$ cat src/rtl/div_pkg.sv
// Shared types and constants for the sequential restoring divider.
// State encoding, step-counter sizing and the divide-by-zero quotient pattern.
package div_pkg;

    typedef enum logic [1:0] {
        ST_IDLE = 2'd0,
        ST_RUN  = 2'd1,
        ST_FIN  = 2'd2
    } div_state_e;

    localparam int DIV_MAX_WIDTH = 64;
    localparam logic [DIV_MAX_WIDTH-1:0] DIV_ZERO_QUOT = '1;

    function automatic int div_cnt_width(input int width);
        return $clog2(width + 1);
    endfunction

endpackage

$ cat src/rtl/div_step.sv
// One combinational restoring-division step: shift in a dividend bit,
// trial-subtract the divisor and keep the difference when it is non-negative.
module div_step
    import div_pkg::*;
#(
    parameter int WIDTH = 32
) (
    input  logic [WIDTH-1:0] rem_i,
    input  logic             bit_i,
    input  logic [WIDTH-1:0] divisor_i,
    output logic [WIDTH-1:0] rem_o,
    output logic             q_bit_o
);

    logic [WIDTH:0] shifted;
    logic [WIDTH:0] diff;

    // rem_i < divisor_i always holds, so the extra top bit of diff is a clean sign.
    always_comb begin
        shifted = {rem_i, bit_i};
        diff    = shifted - {1'b0, divisor_i};
        q_bit_o = ~diff[WIDTH];
        rem_o   = q_bit_o ? diff[WIDTH-1:0] : shifted[WIDTH-1:0];
    end

endmodule

$ cat src/rtl/seq_divider.sv
// Iterative restoring divider, one quotient bit per clock, Done pulse on completion.
// Define DIVIDER_SIGNED_EN for two's-complement operands (magnitude core plus sign fix-up).
module seq_divider
    import div_pkg::*;
#(
    parameter int WIDTH = 32
) (
    input  logic             clk_i,
    input  logic             rst_i,
    input  logic             start_i,
    input  logic [WIDTH-1:0] dividend_i,
    input  logic [WIDTH-1:0] divisor_i,
    output logic             busy_o,
    output logic             done_o,
    output logic [WIDTH-1:0] quotient_o,
    output logic [WIDTH-1:0] remainder_o,
    output logic             div_zero_o
);

    localparam int                 CNT_W     = div_cnt_width(WIDTH);
    localparam logic [CNT_W-1:0]   LAST_STEP = CNT_W'(WIDTH - 1);
    localparam logic [WIDTH-1:0]   QUOT_DZ   = DIV_ZERO_QUOT[WIDTH-1:0];

    div_state_e       state_q, state_d;
    logic [CNT_W-1:0] cnt_q, cnt_d;
    logic [WIDTH-1:0] rem_q, rem_d;
    logic [WIDTH-1:0] dvd_q, dvd_d;
    logic [WIDTH-1:0] dvs_q, dvs_d;
    logic [WIDTH-1:0] quot_q, quot_d;
    logic [WIDTH-1:0] remd_q, remd_d;
    logic             dz_q, dz_d;
    logic             dz_pend_q, dz_pend_d;

`ifdef DIVIDER_SIGNED_EN
    logic             neg_quot_q, neg_quot_d;
    logic             neg_rem_q, neg_rem_d;
`endif

    logic [WIDTH-1:0] step_rem;
    logic             step_qbit;
    logic [WIDTH-1:0] raw_quot;

    div_step #(.WIDTH(WIDTH)) u_step (
        .rem_i     (rem_q),
        .bit_i     (dvd_q[WIDTH-1]),
        .divisor_i (dvs_q),
        .rem_o     (step_rem),
        .q_bit_o   (step_qbit)
    );

    // dvd_q doubles as the quotient shift register: dividend bits leave at the top
    // while quotient bits enter at the bottom.
    always_comb begin
        state_d   = state_q;
        cnt_d     = cnt_q;
        rem_d     = rem_q;
        dvd_d     = dvd_q;
        dvs_d     = dvs_q;
        quot_d    = quot_q;
        remd_d    = remd_q;
        dz_d      = dz_q;
        dz_pend_d = dz_pend_q;
`ifdef DIVIDER_SIGNED_EN
        neg_quot_d = neg_quot_q;
        neg_rem_d  = neg_rem_q;
`endif
        raw_quot  = {dvd_q[WIDTH-2:0], step_qbit};

        unique case (state_q)
            ST_IDLE, ST_FIN: begin
                if (start_i) begin
                    state_d   = ST_RUN;
                    cnt_d     = '0;
                    rem_d     = '0;
                    dz_d      = 1'b0;
                    dz_pend_d = (divisor_i == '0);
`ifdef DIVIDER_SIGNED_EN
                    dvd_d      = dividend_i[WIDTH-1] ? -dividend_i : dividend_i;
                    dvs_d      = divisor_i[WIDTH-1]  ? -divisor_i  : divisor_i;
                    neg_quot_d = dividend_i[WIDTH-1] ^ divisor_i[WIDTH-1];
                    neg_rem_d  = dividend_i[WIDTH-1];
`else
                    dvd_d = dividend_i;
                    dvs_d = divisor_i;
`endif
                end else begin
                    state_d = ST_IDLE;
                end
            end
            ST_RUN: begin
                if (dz_pend_q) begin
                    state_d   = ST_FIN;
                    dz_pend_d = 1'b0;
                    dz_d      = 1'b1;
                    quot_d    = QUOT_DZ;
`ifdef DIVIDER_SIGNED_EN
                    // Re-negating the magnitude restores the original dividend bits.
                    remd_d = neg_rem_q ? -dvd_q : dvd_q;
`else
                    remd_d = dvd_q;
`endif
                end else begin
                    rem_d = step_rem;
                    dvd_d = raw_quot;
                    cnt_d = cnt_q + CNT_W'(1);
                    if (cnt_q == LAST_STEP) begin
                        state_d = ST_FIN;
`ifdef DIVIDER_SIGNED_EN
                        quot_d = neg_quot_q ? -raw_quot : raw_quot;
                        remd_d = neg_rem_q  ? -step_rem : step_rem;
`else
                        quot_d = raw_quot;
                        remd_d = step_rem;
`endif
                    end
                end
            end
            default: state_d = ST_IDLE;
        endcase
    end

    always_ff @(posedge clk_i or posedge rst_i) begin
        if (rst_i) begin
            state_q   <= ST_IDLE;
            cnt_q     <= '0;
            rem_q     <= '0;
            dvd_q     <= '0;
            dvs_q     <= '0;
            quot_q    <= '0;
            remd_q    <= '0;
            dz_q      <= 1'b0;
            dz_pend_q <= 1'b0;
        end else begin
            state_q   <= state_d;
            cnt_q     <= cnt_d;
            rem_q     <= rem_d;
            dvd_q     <= dvd_d;
            dvs_q     <= dvs_d;
            quot_q    <= quot_d;
            remd_q    <= remd_d;
            dz_q      <= dz_d;
            dz_pend_q <= dz_pend_d;
        end
    end

`ifdef DIVIDER_SIGNED_EN
    always_ff @(posedge clk_i or posedge rst_i) begin
        if (rst_i) begin
            neg_quot_q <= 1'b0;
            neg_rem_q  <= 1'b0;
        end else begin
            neg_quot_q <= neg_quot_d;
            neg_rem_q  <= neg_rem_d;
        end
    end
`endif

    assign busy_o      = (state_q == ST_RUN);
    assign done_o      = (state_q == ST_FIN);
    assign quotient_o  = quot_q;
    assign remainder_o = remd_q;
    assign div_zero_o  = dz_q;

endmodule

$ cat config.mk
export PLATFORM = sky130hd
export DESIGN_NAME = seq_divider
export DESIGN_NICKNAME = d
export VERILOG_FILES = /design/src/rtl/div_pkg.sv /design/src/rtl/div_step.sv /design/src/rtl/seq_divider.sv
export SDC_FILE = /design/constraint.sdc
export NUM_CORES = 1
export LEC_CHECK = 0
export CAP_MARGIN = 10
export CORE_MARGIN = 4
export CORE_UTILIZATION = 45
export CTS_BUF_LIST = sky130_fd_sc_hd__clkbuf_16
export CTS_CLUSTER_SIZE = 20
export DETAILED_ROUTE_END_ITERATION = 10
export PLACE_DENSITY = 0.71
export SYNTH_ARGS = -nofsm -noshare
export SYNTH_HDL_FRONTEND = slang
export SYNTH_SLANG_ARGS = --single-unit
$ cat constraint.sdc
create_clock -name clk_i -period 5.2 [get_ports clk_i]
set_clock_uncertainty 0.2 [all_clocks]
set_input_delay 0.78 -clock clk_i [delete_from_list [all_inputs] [get_ports clk_i]]
set_output_delay 0.78 -clock clk_i [all_outputs]
set_load 0.05 [all_outputs]
# ---- Word-level counts from Yosys, hierarchy flattened
# Cells that the tools add are included.
dict set report classes {
  n_addsub 2
  n_mux 23
  n_reduce_logical 10
  bitwise_logic 1
  n_eq_ne 7
}
# cell count
set op_table {}
lappend op_table {{2-to-1 mux 32 bit} 9}
lappend op_table {{case mux 32 bit (2 select lines)} 2}
lappend op_table {{subtractor 33 x 32 -> 33 bit} 1}
lappend op_table {{zero test 32 bit} 1}
lappend op_table {{2-to-1 mux 6 bit} 2}
lappend op_table {{case mux 6 bit (2 select lines)} 1}
lappend op_table {{adder 6 x 1 -> 6 bit (second input constant)} 1}
lappend op_table {{equality test 6 x 5 -> 1 bit (second input constant)} 1}
lappend op_table {{AND reduction 2 bit} 3}
lappend op_table {{AND reduction 3 bit} 2}
lappend op_table {{2-to-1 mux 1 bit} 4}
lappend op_table {{2-to-1 mux 2 bit} 2}
lappend op_table {{inequality test 2 bit (second input constant)} 2}
lappend op_table {{case mux 1 bit (2 select lines)} 2}
lappend op_table {{case mux 2 bit (2 select lines)} 1}
lappend op_table {{nonzero test 2 bit} 2}
lappend op_table {{inequality test 3 x 1 -> 1 bit (second input constant)} 1}
lappend op_table {{equality test 2 x 1 -> 1 bit (second input constant)} 1}
lappend op_table {{equality test 2 bit (second input constant)} 1}
lappend op_table {{zero test 2 bit} 1}
lappend op_table {{inequality test 2 x 1 -> 1 bit (second input constant)} 1}
lappend op_table {{OR reduction 2 bit} 1}
lappend op_table {{NOT 1 bit} 1}
dict set report word_totals {
  input_bits 67
  word_cells 52
  output_inout_bits 67
  register_bits 170
}

# ---- Logic depth before layout (Yosys ltp)
# Gate-level depths: netlist of run 1.
dict set report logic_depth {
  word_depth 4
  mapped_depth 14
  depth_no_buf 13
}

# ---- Hierarchy
# A second synthesis of run 1 with hierarchy kept.
dict set report hier_totals {
  hier_cells 998
  area_unflattened_um2 9621.7
}
# module n_inst cells_per_inst area_per_inst_um2 seq_area_each_um2
set modules_own_cells {}
lappend modules_own_cells {seq_divider 1 693 7263.2 4254.1}
lappend modules_own_cells {div_step 1 305 2358.5 0.0}

# ---- Least setup slack after synthesis of run 1
# Ideal clock, no wire load.
dict set report synth_path {
  path_type {register to register}
  from {register dvd_q[31]}
  to {register remd_q[3], in the netlist remainder_o[3]}
  setup_time_ns 0.136
  stages_incl_launch_ff 15
  period_less_slack_ns 3.528
  slack_ns 1.672
  arrival_time_ns 3.192
  path_buffers 1
  t_required_ns 4.864
  cell_sequence {dfrtp_1 -> inv_1 -> ha_1 -> inv_1 -> fa_1 -> a21o_1 -> a221o_1 -> and3b_1 -> o31a_1 -> a21oi_2 -> a41oi_2 -> xor2_2 -> buf_4 -> mux2i_1 -> o21ai_0}
}
dict set report synth_between {
  elab_chain_cells 4
}
# item line
set synth_rtl {}
lappend synth_rtl {{start: declaration} seq_divider.sv:27} ;# logic [WIDTH-1:0] dvd_q, dvd_d;
lappend synth_rtl {{start signal: assignment} seq_divider.sv:137} ;# dvd_q <= dvd_d;
lappend synth_rtl {{subtractor 33 x 32 -> 33 bit} div_step.sv:21} ;# diff = shifted - {1'b0, divisor_i};
lappend synth_rtl {{2-to-1 mux 32 bit} div_step.sv:23} ;# rem_o = q_bit_o ? diff[WIDTH-1:0] : shifted[WIDTH-1:0];
lappend synth_rtl {{2-to-1 mux 32 bit} seq_divider.sv:106} ;# if (cnt_q == LAST_STEP) begin
lappend synth_rtl {{2-to-1 mux 32 bit} seq_divider.sv:91} ;# if (dz_pend_q) begin
lappend synth_rtl {{end signal: assignment} seq_divider.sv:140} ;# remd_q <= remd_d;
lappend synth_rtl {{end: declaration} seq_divider.sv:30} ;# logic [WIDTH-1:0] remd_q, remd_d;
# Every way passes these cells. The select of a mux whose other input is x is not followed.
# A chain may end at the register's enable or synchronous reset.

# ---- Worst setup path after layout of run 1
dict set report layout_path {
  from {register dvd_q[31]}
  to {register remd_q[0], in the netlist remainder_o[0]}
}
dict set report layout_between {
  elab_chain_cells 4
}
# item line
set layout_rtl {}
lappend layout_rtl {{subtractor 33 x 32 -> 33 bit} div_step.sv:21}
lappend layout_rtl {{2-to-1 mux 32 bit *} div_step.sv:23}
lappend layout_rtl {{2-to-1 mux 32 bit *} seq_divider.sv:106}
lappend layout_rtl {{2-to-1 mux 32 bit *} seq_divider.sv:91}
# Mark *: on every way between the ends. The rest lies on a longest branch, timed or not. The select of a mux whose other input is x is not followed.

==> results of run 1 <==
-- worst max path at each step --
| stage | startpoint | to | slack, ns |
|---|---|---|---|
| global placement | dvd_q[31]$_DFFE_PP0P_ | remainder_o[0]$_DFFE_PP0P_ | 1.24 |
| detailed placement | dvd_q[31]$_DFFE_PP0P_ | remainder_o[0]$_DFFE_PP0P_ | 1.15 |
| finish | dvd_q[31]$_DFFE_PP0P_ | remainder_o[0]$_DFFE_PP0P_ | 1.10 |
| floorplan | dvd_q[31]$_DFFE_PP0P_ | remainder_o[3]$_DFFE_PP0P_ | 1.67 |
| global route | dvd_q[31]$_DFFE_PP0P_ | remainder_o[17]$_DFFE_PP0P_ | 0.92 |
| CTS | dvd_q[31]$_DFFE_PP0P_ | remainder_o[0]$_DFFE_PP0P_ | 1.14 |
-- critical path, stage by stage (launching register included) --
cell,delay [ns]
dfrtp_1,0.38
inv_1,0.10
ha_1,0.16
inv_1,0.05
fa_1,0.40
a21o_1,0.19
a221o_1,0.36
and3b_1,0.22
o31a_1,0.36
a21oi_2,0.16
a41oi_2,0.18
xor2_4,0.15
buf_4,0.50
mux2_2,0.41
a21oi_1,0.14
-- per-stage QoR --
step	setup slack [ns]	util, %	std cells	area (sq um)	hold WS [ns]
finish	1.10	56.9	1350	11100	0.287
global route	0.919	56.9	1350	11100	0.324
CTS	1.14	56.9	1350	11100	0.294
detailed placement	1.15	53.9	1318	10500	0.274
global placement	1.24	53.9	1318	10500	0.269
floorplan	1.67	-	970	8970	0.252
-- layer usage --
layer | up-vias | global-route usage, % | wire, um
li1 | 3681 | - | -
met3 | 57 | 4.95 | 1280
met4 | 0 | 9.20 | 802
met1 | 3807 | 29.1 | 10500
met2 | 229 | 40.2 | 12900
met5 | - | 0 | 0
-- final cells by class --
class	count	area, sq um	share of cell area, %
Tap cell	265	332	2.98
Clock inverter	15	163	1.46
Timing Repair Buffer	147	1450	13.0
Multi-Input combinational cell	693	4330	38.9
Clock buffer	17	425	3.83
Sequential cell	170	4250	38.3
Inverter	43	165	1.49
-- kinds of logic after synthesis --
group | Yosys count
xor+xnor | 30
flops | 170
mux | 31
simple gates | 304
fa+ha+maj | 34
compound gates | 294
buf+inv | 107
-- flip-flops by register name (all words and copies together), names as in the netlist --
register     flops
dz_pend_q        1
dvs_q           32
state_q          2
rem_q           32
cnt_q            6
quotient_o      32
dvd_q           32
div_zero_o       1
remainder_o     32
-- placed cells by master, fill, tap and decap left out, drive strengths merged, types with 8 or more instances in the layout --
cell type        n
inv             48
o22a            33
a221oi          24
nand2          140
nand4           10
clkbuf          17
xor2            16
ha              33
xnor2           14
dfrtp          170
nand3           35
buf             14
clkdlybuf4s50  133
nor4             8
mux2i           30
a31oi           35
a21oi           40
nor3b           24
nor2            59
o21ai          109
a21o            14
==> results_dict.tcl, run 1 <==
set metrics [dict create \
    cts_resized 0 \
    synthMuxAreaShare_pct 3.48 \
    cp.required_ns 5.36 \
    synthTopCellsByArea "dfrtp_1 (47%), nand2_1 (5.9%), o21ai_0 (5.0%)" \
    cp_max_fo 35 \
    ios 134 \
    fin_crit_ns 4.10 \
    worstReg2RegStart "dvd_q[31]$_DFFE_PP0P_" \
    n_antenna_cell 0 \
    clock_latency_ns 0.44 \
    place_hpwl_mm 17.9 \
    syn_inst 970 \
    cts-root-buf "clkbuf_16" \
    whs_path_depth 2 \
    grt_pass1_vias 7986 \
    grt_max_degree 88 \
    fmax_mhz 244 \
    arrival_ns 4.26 \
    ys.flop_type "dfrtp_1" \
    finalSetupTns_ns 0 \
    finish.net_count 1173 \
    dieWidth_um 149 \
    r2r_slack_ns 1.10 \
    synth_seq_cells 170 \
    drv_cap 0 \
    maxSlewHeadroom_pct 20.8 \
    syn_to_final_growth_pct 24.0 \
    synth-simple-area-share_pct 15.5 \
    syn_avg_cell_area_sq_um 9.24 \
    worstMarginPinSlew_ns 1.18 \
    dr.pass1.iters 5 \
    rsz0062_at_grt "false" \
    clk_pin_slew_ns 0.06 \
    cts_tree "yes" \
    fillers 1767 \
    outcome "finished clean" \
    critPathLaunchType "flop" \
    grt_pass1_wl_mm 41.3 \
    yosys.area_share.adder_pct 4.83 \
    rows 51 \
    setup_violations 0 \
    endpoint_kind "flop" \
    ant_nets 0 \
    clock_path_buffers 2 \
    vias 7774 \
    gp_congestion 0.920 \
    routedWlPerCell_um 18.9 \
    wirelength_mm 25.5 \
    synth_compound_area_share_pct 21.0 \
    synthDistinctLibCells 55 \
    synthTopCellsByCount "dfrtp_1 (170), nand2_1 (140), o21ai_0 (90)" \
    r2r_cells 14 \
    synth_edf_count 0 \
    final_layout_size_suffix_gt1_share_pct 5.35 \
    worstSetupPathType "reg -> reg" \
    cts_made_buffers 17 \
    drtIter0Drc 421 \
    ys_warn_count 0 \
    synth.most_common_cell "dfrtp_1" \
    holdBufCountCts 0 \
    synth_top_family_by_area "compound AO/OA/AOI/OAI gates" \
    async_flop_share_pct 100 \
    post_cts_buffers 0 \
    synthXorXnorAreaFrac_pct 3.01 \
    finalHoldViolations 0 \
    fp.coreArea_sq_mm 0.0195 \
    grt_overflow 0 \
    fp.dieH_um 149 \
    r2r_end "remainder_o[0]$_DFFE_PP0P_" \
    synth-seq-area-share_pct 47.5 \
    fin_crit_sh_pct 78.9 \
    hold_class "reg -> reg" \
    synth_largest_area_cell "dfrtp_1" \
    worstHoldEndpoint "dvs_q[0]$_DFFE_PP0P_" \
    dieArea_sq_mm 0.0222 \
    antenna_found_initial 0 \
    start_util_pct 45.9 \
    clock_sinks 170 \
    grt_use_total_pct 23.5 \
    viasPerCell 5.76 \
    synth.cell_area_sq_mm 0.00896 \
    hp-start "dvs_q[0]$_DFFE_PP0P_" \
    drc 0 \
    synth_top_cell_area_share_pct 47.5 \
    slew_violations 0 \
    ctsHtreeMaxLevel 4 \
    port-buffer-count 133 \
    synth_nets 1071 \
]
Power of run 1 is not shown: default switching activity piles up to over one toggle a cycle in this logic, so the estimate is an artifact.
==> run 2, diff against run 1 <==
- PLACE_DENSITY: 0.71 -> 0.68
- clock period: 5.2 -> 4 ns (I/O delays scaled with it)
==> run 2 against run 1 <==
  * Register-to-register slack got worse by 0.96 ns
  * Global-route usage fell by 0.19 points
  * First-iteration DRC count rose by 37%
  * Routed wire length rose by 3.5%
  * Die area did not move
  * Sequential share of layout area fell by 0.61 points
  * Cell area rose by 1.6%
  * Sequential cell count did not move
  * Non-clock buffer count rose by 11
  * Final cell count rose by 0.81%
  * Fmax rose by 6.1%
  * Largest cell class unchanged
==> results_dict.tcl, run 2 (synthesized netlist as in run 1, its figures left out) <==
set metrics [dict create \
    grt_use_total_pct 23.3 \
    finalSetupTns_ns 0 \
    met1_usage_pct 28.5 \
    rows 51 \
    viasPerCell 5.78 \
    drtIter0Drc 577 \
    critPathLaunchType "flop" \
    endpoint_kind "flop" \
    grt_pass1_vias 7714 \
    slowest_stage "dfrtp_1" \
    vias 7867 \
    ant_nets 0 \
    ctsHtreeMaxLevel 4 \
    n_antenna_cell 0 \
    crit_buf_inv 4 \
    outcome "finished clean" \
    max_stage_delay_ns 0.39 \
    grt_pass1_wl_mm 40.8 \
    cp.required_ns 4.08 \
    cp_max_fo 8 \
    worstSetupPathType "reg -> reg" \
    fillers 1769 \
    clock_sinks 170 \
    routedWlPerCell_um 19.4 \
    clock_path_buffers 2 \
    met3_usage_pct 4.83 \
    final_common_cell "dfrtp_1" \
    fin_crit_sh_pct 96.6 \
    cts_tree "yes" \
    setup_violations 0 \
    drv_cap 0 \
    antenna_found_initial 0 \
    dieWidth_um 149 \
    port-buffer-count 133 \
    grt.busiest_layer "met2" \
    ios 134 \
    drc 0 \
    finish.net_count 1184 \
    start_util_pct 45.9 \
    cp_top_family "compound AO/OA/AOI/OAI gates" \
    dr.pass1.iters 5 \
    slew_violations 0 \
    cts_made_buffers 17 \
    fp.coreArea_sq_mm 0.0195 \
    fmax_mhz 259 \
    hold_class "reg -> reg" \
    syn_to_final_growth_pct 26.0 \
    grt_max_degree 57 \
    place_hpwl_mm 18.5 \
    fin_crit_ns 3.87 \
    dieArea_sq_mm 0.0222 \
    arrival_ns 3.95 \
    crit_chain "inv_2 > ha_2 > inv_1 > fa_2 > a21o_1 > a221o_1 > and3b_2 > o31a_1 > a21oi_2 > a41oi_4 > xor2_4 > buf_12 > buf_12 > mux2i_2 > a21oi_1" \
    gp_congestion 0.899 \
    clock_latency_ns 0.44 \
    final_layout_size_suffix_gt1_share_pct 7.03 \
    maxSlewHeadroom_pct 23.3 \
    worst_hold_slack_ns 0.306 \
    cp_common_cell "buf_12" \
    fp.dieH_um 149 \
    wirelength_mm 26.4 \
    finalHoldViolations 0 \
    clk_pin_slew_ns 0.06 \
    grt_overflow 0 \
    met2_usage_pct 41.3 \
    cts-root-buf "clkbuf_16" \
    final_cell_mix "dfrtp_1 (170), nand2_1 (138), clkdlybuf4s50_1 (132)" \
    worstMarginPinSlew_ns 1.15 \
]
run 2: changes by cell type in the layout (fill, tap and decap cells not counted), sizes merged:
cell           previous run  this run
buf                      14        24
clkdlybuf4s50           133       132
clkinv                    5        11
clkbuf                   17        19
inv                      48        43
clkinvlp                  3         2
run 2: worst register-to-register path, delay by kind of cell (launching register included):
family                     cells  cell delay [ns]
and+or+nand+nor                1             0.24
muxes                          1             0.25
xor gates and xnor gates       1             0.32
AOI/OAI and AO/OA              6             1.33
adders and majority gates      2             0.52
buffers and inverters          4             0.46
DFF                            1             0.39
run 2: path summary, 6_finish.rpt:
path	startpoint	end	slack (ns)	cells after the start
max in group asynchronous	rst_i	dvd_q[0]$_DFFE_PP0P_	2.22	3
min reg2reg	quotient_o[24]$_DFFE_PP0P_	quotient_o[24]$_DFFE_PP0P_	0.31	1
min	quotient_o[24]$_DFFE_PP0P_	quotient_o[24]$_DFFE_PP0P_	0.31	1
max	dvd_q[31]$_DFFE_PP0P_	remainder_o[27]$_DFFE_PP0P_	0.13	15
min in group asynchronous	rst_i	dvd_q[19]$_DFFE_PP0P_	0.36	2
max reg2reg	dvd_q[31]$_DFFE_PP0P_	remainder_o[27]$_DFFE_PP0P_	0.13	15
run 2: layout make-up:
cell class	count	area [sq um]	area share (%)
clock inverters	15	135	1.20
multi-input cells	693	4380	38.7
flip-flops and latches	170	4250	37.7
repair buffers	158	1610	14.2
well taps	265	332	2.93
inverters	43	165	1.46
clock buffers	17	425	3.77
run 2: stage by stage:
| stage | utilization, % | worst slack (ns) | cells | cell area, sq um |
|---|---|---|---|---|
| after floorplan | - | 0.472 | 970 | 8970 |
| after global placement | 54.0 | 0.261 | 1318 | 10500 |
| after detailed placement | 54.0 | 0.116 | 1318 | 10500 |
| after CTS | 56.8 | 0.0650 | 1350 | 11100 |
| after global routing | 57.9 | -0.0315 | 1361 | 11300 |
| final | 57.9 | 0.135 | 1361 | 11300 |
run 2: what timing repair did:
action | in CTS | in global routing
resized for setup | 0 | 15
setup endpoints to repair | 0 | 24
hold buffers | 0 | 0
endpoints found under the hold margin | 0 | 0
setup buffers | 0 | 8
run 2: routing by layer:
layer	wire length [um]	vias up
met5	0	-
met4	526	0
met1	10700	3870
met3	1490	40
li1	-	3720
met2	13700	237
Power of run 2 is left out for the same reason.
